==> config.mk <==
export PLATFORM = sky130hd
export DESIGN_NAME = bcd_sequential_converter
export DESIGN_NICKNAME = d
export VERILOG_FILES = /design/src/rtl/bcd_sequential_converter.sv
export SDC_FILE = /design/constraint.sdc
export NUM_CORES = 1
export LEC_CHECK = 0
export CAP_MARGIN = 20
export CORE_MARGIN = 2
export CORE_UTILIZATION = 43
export DETAILED_ROUTE_END_ITERATION = 8
export GPL_ROUTABILITY_DRIVEN = 0
export GPL_TIMING_DRIVEN = 0
export PLACE_DENSITY_LB_ADDON = 0.2
export SLEW_MARGIN = 25
export SYNTH_ARGS = -nofsm -noshare
export SYNTH_HDL_FRONTEND = slang
export SYNTH_SLANG_ARGS = --single-unit
==> constraint.sdc <==
create_clock -name clk -period 3.44 [get_ports clk]
set_clock_uncertainty 0.2 [all_clocks]
set_input_delay 0.516 -clock clk [delete_from_list [all_inputs] [get_ports clk]]
set_output_delay 0.516 -clock clk [all_outputs]
set_load 0.01 [all_outputs]
==> src/rtl/bcd_sequential_converter.sv <==
// -----------------------------------------------------------------------------
// bcd_sequential_converter
//
// Sequential double-dabble converter: turns a 16-bit unsigned binary value into
// five BCD digits, one correct-and-shift iteration per clock. A one-cycle
// `start` pulse in IDLE captures `binary`. The result appears 17 edges later
// on D0..D4, accompanied by a one-cycle `valid` pulse. Digits hold their last
// converted value between conversions.
//
// Ports
//   clk     in   block clock (divided slow clock at the top level)
//   rst     in   synchronous, active-low reset
//   start   in   conversion request, only honoured in IDLE
//   binary  in   16-bit unsigned value, captured on the accepting edge
//   D0..D4  out  BCD digits {1'b0, bcd}; D0 is units, D4 is ten-thousands
//   busy    out  high while a conversion is in progress (state != IDLE)
//   valid   out  one-cycle pulse on the cycle D0..D4 take new values
// -----------------------------------------------------------------------------
module bcd_sequential_converter #(
   // Only 16 is supported: the 4-bit iteration counter covers exactly 16 shifts.
   parameter int BIN_W  = 16,
   // Five digits cover 0..65535; the five output ports assume this value.
   parameter int DIGITS = 5
) (
   input  logic             clk,
   input  logic             rst,
   input  logic             start,
   input  logic [BIN_W-1:0] binary,
   output logic [4:0]       D0,
   output logic [4:0]       D1,
   output logic [4:0]       D2,
   output logic [4:0]       D3,
   output logic [4:0]       D4,
   output logic             busy,
   output logic             valid
);

   localparam int BCD_W = 4 * DIGITS;
   localparam int SCR_W = BCD_W + BIN_W;

   // Counter value during the final (16th) iteration.
   localparam logic [3:0] LAST_ITER = 4'(BIN_W - 1);

   typedef enum logic [1:0] {
      IDLE  = 2'd0,
      SHIFT = 2'd1,
      DONE  = 2'd2
   } state_t;

   state_t           state_reg;
   logic [SCR_W-1:0] scratch_reg;   // {bcd, bin}
   logic [3:0]       count_reg;
   logic [3:0]       digit_reg [DIGITS];

   logic [SCR_W-1:0] corrected;
   logic [SCR_W-1:0] shifted;
   logic             unused_msb;

   // --------------------------------------------------------------------------
   // Add-3 correction: every BCD nibble that is >= 5 gets +3 before the shift,
   // so that the shift carries into the next decade correctly. All nibbles
   // are corrected in parallel; the binary part passes through untouched.
   // --------------------------------------------------------------------------
   assign corrected[BIN_W-1:0] = scratch_reg[BIN_W-1:0];

   generate
      for (genvar gi = 0; gi < DIGITS; gi++) begin : g_correct
         logic [3:0] nibble;
         assign nibble = scratch_reg[BIN_W + 4*gi +: 4];
         assign corrected[BIN_W + 4*gi +: 4] =
            (nibble >= 4'd5) ? nibble + 4'd3 : nibble;
      end
   endgenerate

   // The bit shifted out of the top is always zero for legal 16-bit inputs
   // (the ten-thousands digit never exceeds 6), so it is simply dropped.
   assign shifted    = {corrected[SCR_W-2:0], 1'b0};
   assign unused_msb = corrected[SCR_W-1];

   // --------------------------------------------------------------------------
   // Control FSM and datapath registers. Reset wins over everything, including
   // a conversion in progress, which is aborted without a valid pulse.
   // --------------------------------------------------------------------------
   always_ff @(posedge clk) begin
      if (!rst) begin
         state_reg   <= IDLE;
         scratch_reg <= '0;
         count_reg   <= '0;
         busy        <= 1'b0;
         valid       <= 1'b0;
         for (int i = 0; i < DIGITS; i++) begin
            digit_reg[i] <= 4'd0;
         end
      end else begin
         valid <= 1'b0;
         case (state_reg)
            IDLE: begin
               if (start) begin
                  scratch_reg <= {{BCD_W{1'b0}}, binary};
                  count_reg   <= 4'd0;
                  state_reg   <= SHIFT;
                  busy        <= 1'b1;
               end
            end

            SHIFT: begin
               scratch_reg <= shifted;
               count_reg   <= count_reg + 4'd1;
               if (count_reg == LAST_ITER) begin
                  state_reg <= DONE;
               end
            end

            DONE: begin
               // Digits only ever change here, on the DONE->IDLE edge.
               for (int i = 0; i < DIGITS; i++) begin
                  digit_reg[i] <= scratch_reg[BIN_W + 4*i +: 4];
               end
               valid     <= 1'b1;
               busy      <= 1'b0;
               state_reg <= IDLE;
            end

            default: begin
               state_reg <= IDLE;
               busy      <= 1'b0;
            end
         endcase
      end
   end

   // Output digits are straight from registers, padded to the 5-bit format.
   assign D0 = {1'b0, digit_reg[0]};
   assign D1 = {1'b0, digit_reg[1]};
   assign D2 = {1'b0, digit_reg[2]};
   assign D3 = {1'b0, digit_reg[3]};
   assign D4 = {1'b0, digit_reg[4]};

endmodule

Yosys cells after proc, flatten, opt, wreduce, memory -nomap -nowiden
Memories as Yosys holds them, arrays and structs flattened.
Cells that the tools add are included.
{"block": "totals", "out_inout_bits": 27, "wordCells": 56, "mem_count": 1, "inputBits": 19, "reg_bits": 44, "ramBits": 20}
{"block": "op_classes", "muxes": 23, "n_addsub": 6, "n_lt_le_gt_ge": 5, "n_bitwise": 6, "reduce_logical": 5, "eq_ne": 5}
{"name": "digit_reg", "words": 5, "width": 4, "read_ports": 5, "rd_ports_with_merged_regs": 0, "write_ports": 5, "line": "53", "rtl": "logic [3:0] digit_reg [DIGITS];"}
{"operator": "$pmux 36 s2", "n": 1}
{"operator": "$mux 4", "n": 10}
{"operator": "$mux 36", "n": 1}
{"operator": "$ge 4x3->1 const B", "n": 5}
{"operator": "$add 4x2->4 const B", "n": 4}
{"operator": "$pmux 4 s2", "n": 1}
{"operator": "$reduce_and 2->1", "n": 3}
{"operator": "$mux 1", "n": 5}
{"operator": "$or 1x1->1", "n": 5}
{"operator": "$add 4x1->4 const B", "n": 1}
{"operator": "$eq 4x4->1 const B", "n": 1}
{"operator": "$mux 2", "n": 2}
{"operator": "$ne 2x2->1 const B", "n": 2}
{"operator": "$pmux 2 s2", "n": 1}
{"operator": "$add 3x2->3 const B", "n": 1}
{"operator": "$mux 3", "n": 1}
{"operator": "$eq 2x1->1 const B", "n": 1}
{"operator": "$eq 2x2->1 const B", "n": 1}
{"operator": "$logic_not 2->1", "n": 1}
{"operator": "$pmux 1 s2", "n": 1}
{"operator": "$reduce_bool 2->1", "n": 1}
{"operator": "$not 1->1", "n": 1}

Depth between registers and ports, before layout
Gate-level depths: netlist (run 1).
{"block": "depth", "word_depth": 5, "mapped_depth": 7, "ltp_nobuf": 6}

Least setup slack after synthesis (run 1)
No wires, ideal clock.
{"block": "synth_timing", "kind": "reg-to-reg", "from": "reg state_reg[1]", "to": "mem digit_reg[0][0] (enable)", "stages_incl_launch_ff": 4, "arrival_time_ps": 2129, "setup_slack_ps": 687, "setup_ps": 425, "required_ps": 2815, "period_less_slack_ps": 2753, "path_cell_list": "dfxtp_1 > inv_1 > clkbuf_1 > o21ai_0"}
{"item": "from (decl)", "line": "50", "rtl": "state_t state_reg;"}
{"item": "from (signal assigned)", "line": "86", "rtl": "state_reg <= IDLE;"}
{"item": "from (signal assigned)", "line": "101", "rtl": "state_reg <= SHIFT;"}
{"item": "from (signal assigned)", "line": "110", "rtl": "state_reg <= DONE;"}
{"item": "to (decl)", "line": "53"}

==> results of run 1 <==
-- worst register-to-register path, cell delays in order (launching register included) --
cell	delay [ns]
dfxtp_1	0.40
inv_1	0.15
clkbuf_1	0.29
o21ai_2	0.61
buf_6	0.24
-- power by group through the flow --
stage | Sequential, W | Clock, W | Combinational, W
finish | 0.000823 | 0.000731 | 0.000142
global route | 0.000825 | 0.000783 | 0.000159
CTS | 0.000822 | 0.000742 | 0.000143
detailed placement | 0.000839 | 0 | 0.000143
global placement | 0.000839 | 0 | 0.000138
floorplan | 0.000840 | 0 | 0.0000771
-- path summary, 6_finish.rpt --
check                                     start              end  slack, ns  cells past startpoint
worst min register to register  scratch_reg[33]  scratch_reg[33]       0.28                      2
worst max register to register     state_reg[1]  digit_reg[0][8]       1.26                      4
worst max-delay path               state_reg[1]  digit_reg[0][8]       1.26                      4
worst min-delay path            scratch_reg[33]  scratch_reg[33]       0.28                      2
-- Yosys cell counts (2+ instances only) --
master and n:
nand3_1 8, o31ai_2 2, nand2b_1 9, o31ai_1 2
a22oi_1 3, clkbuf_1 10, buf_2 7, o21ai_0 35
mux2_2 2, nor2_1 17, inv_1 13, a21boi_0 6
edfxtp_1 20, xnor2_1 5, xor2_1 4, nor2b_1 3
dfxtp_1 44, o221ai_1 15, ha_1 11, buf_4 7
nand2_1 29, and2_1 22, a22o_1 3, nor3_1 6
a21oi_1 25
-- per-layer routing --
layer / GRT usage [%] / part of all wire [%] / routed length [um] / up-vias
li1: - / - / - / 1219
met1: 22.1 / 45 / 2830 / 1134
met2: 29.5 / 49 / 3050 / 59
met3: 4.64 / 4.0 / 248 / 8
met4: 7.69 / 1.5 / 91 / 0
met5: 0 / 0 / 0 / -
-- kinds of logic (layout without fill, tap and decap cells) --
logic type      count (synthesis)  count (layout)  synth area share, %
simple gates                   99              99                 16.4
compound gates                 94              94                 19.7
flops                          64              64                 49.5
buf+inv                        39              95                 6.31
fa+ha+maj                      11              11                 4.60
xor+xnor                        9               9                 2.63
mux                             2               2                0.752
other cells                     1               5                0.125
-- layout make-up --
type                    instances  share of cell area, %
multi-input cells             220                   35.9
clock buffers                  13                   4.25
well taps                      80                   2.68
repair buffers                 40                   10.7
flip-flops and latches         64                   39.6
plain buffers                  25                   3.65
inverters                      14                   1.41
clock inverters                 3                   1.74
-- through the flow --
stage                     hold WS [ns]  setup TNS (ns)
after floorplan                  0.238               0
after global placement           0.260           -4.20
after detailed placement         0.276               0
after CTS                        0.286               0
after global routing             0.312               0
final                            0.284               0
==> flow_metrics.env, run 1 <==
export IMPL_holdBufCountCts=0
export IMPL_die_width_um=87.4
export IMPL_crit_type="flip-flop to flip-flop"
export IMPL_crit_family="buffers and inverters"
export IMPL_relSlewSlack_pct=55.2
export IMPL_track_usage_pct=17.9
export IMPL_dp_cells=443
export IMPL_max_freq_mhz=459
export IMPL_pwr_share_clk_pct=43.1
export IMPL_yosys_area_top_type="dfxtp_1"
export IMPL_n_fill_cell=640
export IMPL_final_util_pct=55.3
export IMPL_ys_ff_latch=64
export IMPL_worst_ep_required_time_ns=3.29
export IMPL_multi_input_area_sq_mm=0.00134
export IMPL_post_drt_wl_per_cell_um=13.6
export IMPL_insertion_delay_ns=0.34
export IMPL_port_buffers=39
export IMPL_dr_pass1_iters=4
export IMPL_post_cts_buffers=0
export IMPL_postPlaceCellArea_sq_mm=0.00351
export IMPL_ir_worst_vdd_mv=0.204
export IMPL_synth_area_sq_mm=0.00299
export IMPL_pwr_share_seq_pct=48.5
export IMPL_clock_sinks=64
export IMPL_largest_register_ffs=36
export IMPL_cts_max_level=3
export IMPL_drt_initial_drc_count=55
export IMPL_fin_cells=459
export IMPL_hp_class="flip-flop to flip-flop"
export IMPL_synth_edf_count=20
export IMPL_maxCapViolCount=0
export IMPL_syn_avg_cell_area_sq_um=9.38
export IMPL_ys_seq_area_share_pct=49.5
export IMPL_setup_viol=0
export IMPL_worst_slew_pin_slew_ns=0.673
export IMPL_ios=46
export IMPL_cpMaxStageDelayCell="o21ai_2"
export IMPL_grt_pass1_vias=2317
export IMPL_seq_area_sq_mm=0.00148
export IMPL_status="finished clean"
export IMPL_end_kind="flip-flop"
export IMPL_start_util_pct=44.3
export IMPL_swShare_pct=22.1
export IMPL_final_cell_mix="dfxtp_1 (44), clkdlybuf4s50_1 (39), o21ai_0 (34)"
export IMPL_cp_start_kind="flip-flop"
export IMPL_grt_pass1_wl_mm=10.6
export IMPL_grt_overflow_total=0
export IMPL_diodes=0
export IMPL_vias=2420
export IMPL_rows=30
export IMPL_worst_slack_ns=1.26
export IMPL_post_dp_hpwl_mm=4.30
export IMPL_p_leak_nw=1.40
export IMPL_cts_tree="yes"
export IMPL_async_flop_share_pct=0
export IMPL_fin_nets=404
export IMPL_power_density_mw_per_mm2=454
export IMPL_area_growth_pct=24.9
export IMPL_antenna_found_initial=0
export IMPL_cts_buffers=9
export IMPL_combPwrFrac_pct=8.4
export IMPL_yosysWarnings=0
export IMPL_clk_pin_slew_worst_paths_ns=0.07
export IMPL_synth_cell_types=36
export IMPL_min_period_ns=2.18
export IMPL_cts_resized=0
export IMPL_synth_top_area_share_pct=29.4
export IMPL_finalHoldViolations=0
export IMPL_design_area_sq_mm=0.00374
export IMPL_synth_area_leaders="dfxtp_1 (29%), edfxtp_1 (20%), o21ai_0 (5.9%)"
export IMPL_rsz0062_at_grt="no"
export IMPL_crit_buf_inv=3
export IMPL_cts_max_path_buffers=2
export IMPL_ctsRootBufferMaster="clkbuf_8"
export IMPL_p_sw_w=0.000375
export IMPL_p_int_w=0.00132
export IMPL_dp_slack_ns=0.891
export IMPL_routed_wl_mm=6.22
export IMPL_core_area_sq_mm=0.00676
export IMPL_ant_nets=0
export IMPL_die_area_sq_mm=0.00764
export IMPL_critPathMaxFanout=11
export IMPL_cpPeakStageDelay_ns=0.61
export IMPL_final_common_cell="dfxtp_1"
export IMPL_syn_inst=319
export IMPL_period_share_pct=63.3
export IMPL_grt_max_degree=12
export IMPL_crit_path_cell_trace="inv_1 > clkbuf_1 > o21ai_2 > buf_6"
export IMPL_drv_slew=0
export IMPL_drc=0
export IMPL_fp_dieH_um=87.4
export IMPL_drive_gt1_share_pct=9.76
export IMPL_via_per_inst=5.27
export IMPL_design_power_total_w=0.00170
export IMPL_synth_main_ff_cell="dfxtp_1"
export IMPL_crit_arrival_ns=2.03
Note: power is estimated with default switching activity, not from simulation.
==> inputs of run 2 (changes only) <==
clock period = 2 ns   (was 3.44 ns; I/O delays follow)
==> flow_metrics.env, run 2 (synthesis gave the netlist of run 1 again) <==
export IMPL_vias=2405
export IMPL_maxCapViolCount=0
export IMPL_die_area_sq_mm=0.00764
export IMPL_grt_pass1_wl_mm=10.4
export IMPL_hp_start="start"
export IMPL_dp_cells=442
export IMPL_final_common_cell="dfxtp_1"
export IMPL_pwr_share_seq_pct=49.7
export IMPL_fin_cells=461
export IMPL_final_cell_mix="dfxtp_1 (44), clkdlybuf4s50_1 (39), o21ai_0 (34)"
export IMPL_via_per_inst=5.22
export IMPL_core_area_sq_mm=0.00676
export IMPL_crit_family="flip-flops"
export IMPL_cpPeakStageDelay_ns=0.59
export IMPL_critPathMaxFanout=10
export IMPL_status="finished clean"
export IMPL_cts_buffers=9
export IMPL_rsz0062_at_grt="no"
export IMPL_grt_max_degree=12
export IMPL_ir_worst_vdd_mv=0.397
export IMPL_area_growth_pct=26.1
export IMPL_dr_pass1_iters=4
export IMPL_crit_path_cell_trace="inv_2 > and3_1 > clkbuf_1 > and2_1"
export IMPL_n_fill_cell=608
export IMPL_r2r_end="digit_reg[0][11]"
export IMPL_min_period_ns=1.85
export IMPL_p_sw_w=0.000651
export IMPL_combPwrFrac_pct=9.0
export IMPL_track_usage_pct=17.6
export IMPL_setup_viol=0
export IMPL_drt_initial_drc_count=117
export IMPL_p_int_w=0.00220
export IMPL_cts_max_level=3
export IMPL_rrSetupSlack_ns=0.15
export IMPL_cpMaxStageDelayCell="dfxtp_1"
export IMPL_post_drt_wl_per_cell_um=13.5
export IMPL_max_freq_mhz=541
export IMPL_worst_ep_required_time_ns=1.91
export IMPL_power_density_mw_per_mm2=756
export IMPL_holdBufCountCts=0
export IMPL_ios=46
export IMPL_die_width_um=87.4
export IMPL_fin_nets=406
export IMPL_dp_slack_ns=-0.338
export IMPL_start_util_pct=44.3
export IMPL_crit_type="flip-flop to flip-flop"
export IMPL_drv_slew=0
export IMPL_clk_pin_slew_worst_paths_ns=0.07
export IMPL_fp_dieH_um=87.4
export IMPL_clock_sinks=64
export IMPL_rr_worst_depth=4
export IMPL_grt_overflow_total=0
export IMPL_finalHoldViolations=0
export IMPL_swShare_pct=22.8
export IMPL_crit_arrival_ns=1.75
export IMPL_grt_pass1_vias=2204
export IMPL_r2r_start="state_reg[0]"
export IMPL_cp_start_kind="flip-flop"
export IMPL_crit_buf_inv=2
export IMPL_insertion_delay_ns=0.34
export IMPL_port_buffers=39
export IMPL_worstHoldPathCells=4
export IMPL_pwr_share_clk_pct=41.4
export IMPL_p_leak_nw=1.41
export IMPL_cts_max_path_buffers=2
export IMPL_drive_gt1_share_pct=9.97
export IMPL_ctsRootBufferMaster="clkbuf_8"
export IMPL_drc=0
export IMPL_diodes=0
export IMPL_period_share_pct=92.5
export IMPL_hp_class="input pin to flip-flop"
export IMPL_rows=30
export IMPL_relSlewSlack_pct=51.8
export IMPL_routed_wl_mm=6.24
export IMPL_post_dp_hpwl_mm=4.19
export IMPL_min_to="scratch_reg[1]"
export IMPL_worst_slack_ns=0.151
export IMPL_antenna_found_initial=0
export IMPL_critical_path_depth=4
export IMPL_end_kind="flip-flop"
export IMPL_largest_register_ffs=36
export IMPL_cts_tree="yes"
export IMPL_worst_slew_pin_slew_ns=0.723
export IMPL_ant_nets=0
[run 2: cell type report]
class / instances / area (sq um) / share of cell area [%]
Buffer: 25 / 136 / 3.61
Clock buffer: 11 / 131 / 3.48
Clock inverter: 5 / 72.6 / 1.92
Inverter: 14 / 52.6 / 1.39
Multi-Input combinational cell: 221 / 1370 / 36.3
Sequential cell: 64 / 1480 / 39.3
Tap cell: 80 / 100 / 2.65
Timing Repair Buffer: 41 / 430 / 11.4
[run 2: metal layers]
metal / GRT usage (%) / wire length, um / up-vias
met3: 3.32 / 227 / 10
met4: 9.09 / 119 / 0
met2: 28.7 / 2910 / 57
met1: 22.0 / 2980 / 1111
met5: 0 / 0 / -
li1: - / - / 1227
[run 2: power groups by stage]
| stage | Clock, W | Sequential [W] | Combinational [W] |
|---|---|---|---|
| floorplan | 0 | 0.00145 | 0.000133 |
| global placement | 0 | 0.00144 | 0.000239 |
| detailed placement | 0 | 0.00144 | 0.000244 |
| CTS | 0.00119 | 0.00142 | 0.000248 |
| global route | 0.00125 | 0.00142 | 0.000284 |
| finish | 0.00118 | 0.00142 | 0.000256 |
[run 2: worst reg2reg max path, delay by kind of cell, from the launching register on]
family / cells / cell delay (ns)
flip-flops: 1 / 0.59
buffers and inverters: 2 / 0.39
AND/OR/NAND/NOR: 2 / 0.44
[run 2: stage by stage]
stage / power (W) / hold WS, ns / setup TNS (ns) / cell area [sq um] / util (%)
after floorplan: 0.00158 / 0.238 / 0 / 3010 / -
after global placement: 0.00168 / 0.259 / -4.97 / 3500 / 51.8
after detailed placement: 0.00169 / 0.280 / -6.74 / 3500 / 51.8
after CTS: 0.00286 / 0.159 / 0 / 3730 / 55.2
after global routing: 0.00295 / 0.208 / 0 / 3770 / 55.9
final: 0.00285 / 0.166 / 0 / 3770 / 55.9
[run 2: worst max path at each step]
stage | slack, ns | start | end
5_1_grt | 0.06 | state_reg[0] | digit_reg[0][14]
6_report | 0.15 | state_reg[0] | digit_reg[0][11]
2_1_floorplan | 0.16 | state_reg[1] | digit_reg[0][0]
3_5_place_dp | -0.34 | state_reg[1] | digit_reg[0][3]
4_1_cts | 0.07 | state_reg[1] | digit_reg[0][5]
3_3_place_gp | -0.25 | rst | digit_reg[0][5]
[run 2: what timing repair did]
action,CTS,global route
buffers inserted,0,2
pin swaps,1,2
setup endpoints to repair,20,21
gates cloned,1,0
resized for setup,2,1
==> inputs of run 3 (changes only) <==
CORE_MARGIN = unset   (was 2)
clock period = 2.2 ns   (was 2 ns; I/O delays follow)
==> flow_metrics.env, run 3 (synthesis gave the netlist of run 1 again) <==
export IMPL_status="finished clean"
export IMPL_drt_initial_drc_count=162
export IMPL_via_per_inst=5.22
export IMPL_min_period_ns=2.01
export IMPL_cts_tree="yes"
export IMPL_grt_max_degree=21
export IMPL_worstHoldPathCells=4
export IMPL_finalHoldViolations=0
export IMPL_grt_pass1_wl_mm=10.5
export IMPL_power_density_mw_per_mm2=669
export IMPL_antenna_found_initial=0
export IMPL_rr_worst_depth=3
export IMPL_insertion_delay_ns=0.33
export IMPL_ir_worst_vdd_mv=0.375
export IMPL_cp_start_kind="flip-flop"
export IMPL_port_buffers=39
export IMPL_final_util_pct=54.7
export IMPL_cts_max_level=3
export IMPL_rrSetupSlack_ns=0.19
export IMPL_fin_cells=458
export IMPL_grt_overflow_total=0
export IMPL_postPlaceCellArea_sq_mm=0.00350
export IMPL_holdBufCountCts=0
export IMPL_die_width_um=85.4
export IMPL_ios=46
export IMPL_die_area_sq_mm=0.00730
export IMPL_n_fill_cell=636
export IMPL_maxCapViolCount=0
export IMPL_drc=0
export IMPL_cts_buffers=9
export IMPL_post_cts_buffers=0
export IMPL_routed_wl_mm=5.96
export IMPL_holdWs_ns=0.196
export IMPL_crit_arrival_ns=1.77
export IMPL_drv_slew=0
export IMPL_critPathMaxFanout=20
export IMPL_worst_ep_required_time_ns=1.97
export IMPL_final_cell_mix="dfxtp_1 (44), clkdlybuf4s50_1 (39), o21ai_0 (34)"
export IMPL_post_drt_wl_per_cell_um=13.0
export IMPL_start_util_pct=44.3
export IMPL_crit_type="flip-flop to flip-flop"
export IMPL_drive_gt1_share_pct=9.79
export IMPL_setup_viol=0
export IMPL_area_growth_pct=23.5
export IMPL_clk_pin_slew_worst_paths_ns=0.06
export IMPL_design_area_sq_mm=0.00370
export IMPL_end_kind="flip-flop"
export IMPL_relSlewSlack_pct=56.8
export IMPL_rows=30
export IMPL_grt_pass1_vias=2236
export IMPL_p_leak_nw=1.37
export IMPL_dp_cells=442
export IMPL_hp_class="input pin to flip-flop"
export IMPL_final_common_cell="dfxtp_1"
export IMPL_ctsRootBufferMaster="clkbuf_8"
export IMPL_diodes=0
export IMPL_fp_dieH_um=85.4
export IMPL_max_freq_mhz=499
export IMPL_period_share_pct=91.2
export IMPL_post_dp_hpwl_mm=4.11
export IMPL_ant_nets=0
export IMPL_clock_sinks=64
export IMPL_vias=2391
export IMPL_core_area_sq_mm=0.00676
export IMPL_largest_register_ffs=36
export IMPL_cts_max_path_buffers=2
export IMPL_worst_slew_pin_slew_ns=0.645
export IMPL_rsz0062_at_grt="no"
export IMPL_track_usage_pct=18.3
export IMPL_fin_nets=403
export IMPL_design_power_total_w=0.00247
export IMPL_dr_pass1_iters=4
## run 3: changes by cell type in the layout (fill, tap and decap cells not counted)
cell        delta
a21oi_1        +1
bufinv_16      -1
clkinvlp_4     +2
o21ai_4        -1
clkbuf_1       -1
a21oi_2        -1
clkinv_1       -2
clkinv_2       +2
buf_12         -2
## run 3: area by class of cell
| class | count | area (sq um) | area share [%] |
|---|---|---|---|
| plain buffers | 25 | 136 | 3.69 |
| clock buffers | 10 | 128 | 3.45 |
| clock inverters | 6 | 60.1 | 1.62 |
| inverters | 14 | 52.6 | 1.42 |
| multi-input cells | 220 | 1350 | 36.5 |
| flip-flops and latches | 64 | 1480 | 40.1 |
| well taps | 80 | 100 | 2.71 |
| repair buffers | 39 | 390 | 10.6 |
## run 3: layer usage
layer  up-vias  GRT usage (%)  wire length [um]
li1       1213              -                 -
met1      1105           23.5              2830
met2        63           29.7              2800
met3        10           3.60               222
met4         0           8.18               107
met5         -              0                 0
## run 3: what timing repair did
action                                  CTS  global route
resized for setup                         1             0
endpoints found under the setup margin   20             0
endpoints found under the hold margin     0             0
## run 3: final timing paths
kind	start	endpoint
setup / recovery	state_reg[1]	digit_reg[0][7]
hold / removal	start	scratch_reg[1]
setup reg to reg	state_reg[1]	digit_reg[0][7]
hold reg to reg	scratch_reg[21]	scratch_reg[21]
## run 3: worst max-delay path: stages (launching register included)
cell and delay (ns):
dfxtp_1 0.40, inv_1 0.15, clkbuf_1 0.29, o21ai_4 0.60
## run 3: power breakdown
part,switching (W),internal (W),total (W)
Clock,0.000452,0.000517,0.000969
Combinational,0.000113,0.000107,0.000220
Sequential,0.0000274,0.00126,0.00129
## run 3: metrics by stage
| step | setup TNS, ns | setup slack (ns) |
|---|---|---|
| 5_1_grt | 0 | 0.0132 |
| 4_1_cts | 0 | 0.148 |
| 3_3_place_gp | -1.78 | -0.0902 |
| 6_report | 0 | 0.194 |
| 3_5_place_dp | -2.17 | -0.109 |
| 2_1_floorplan | 0 | 0.362 |
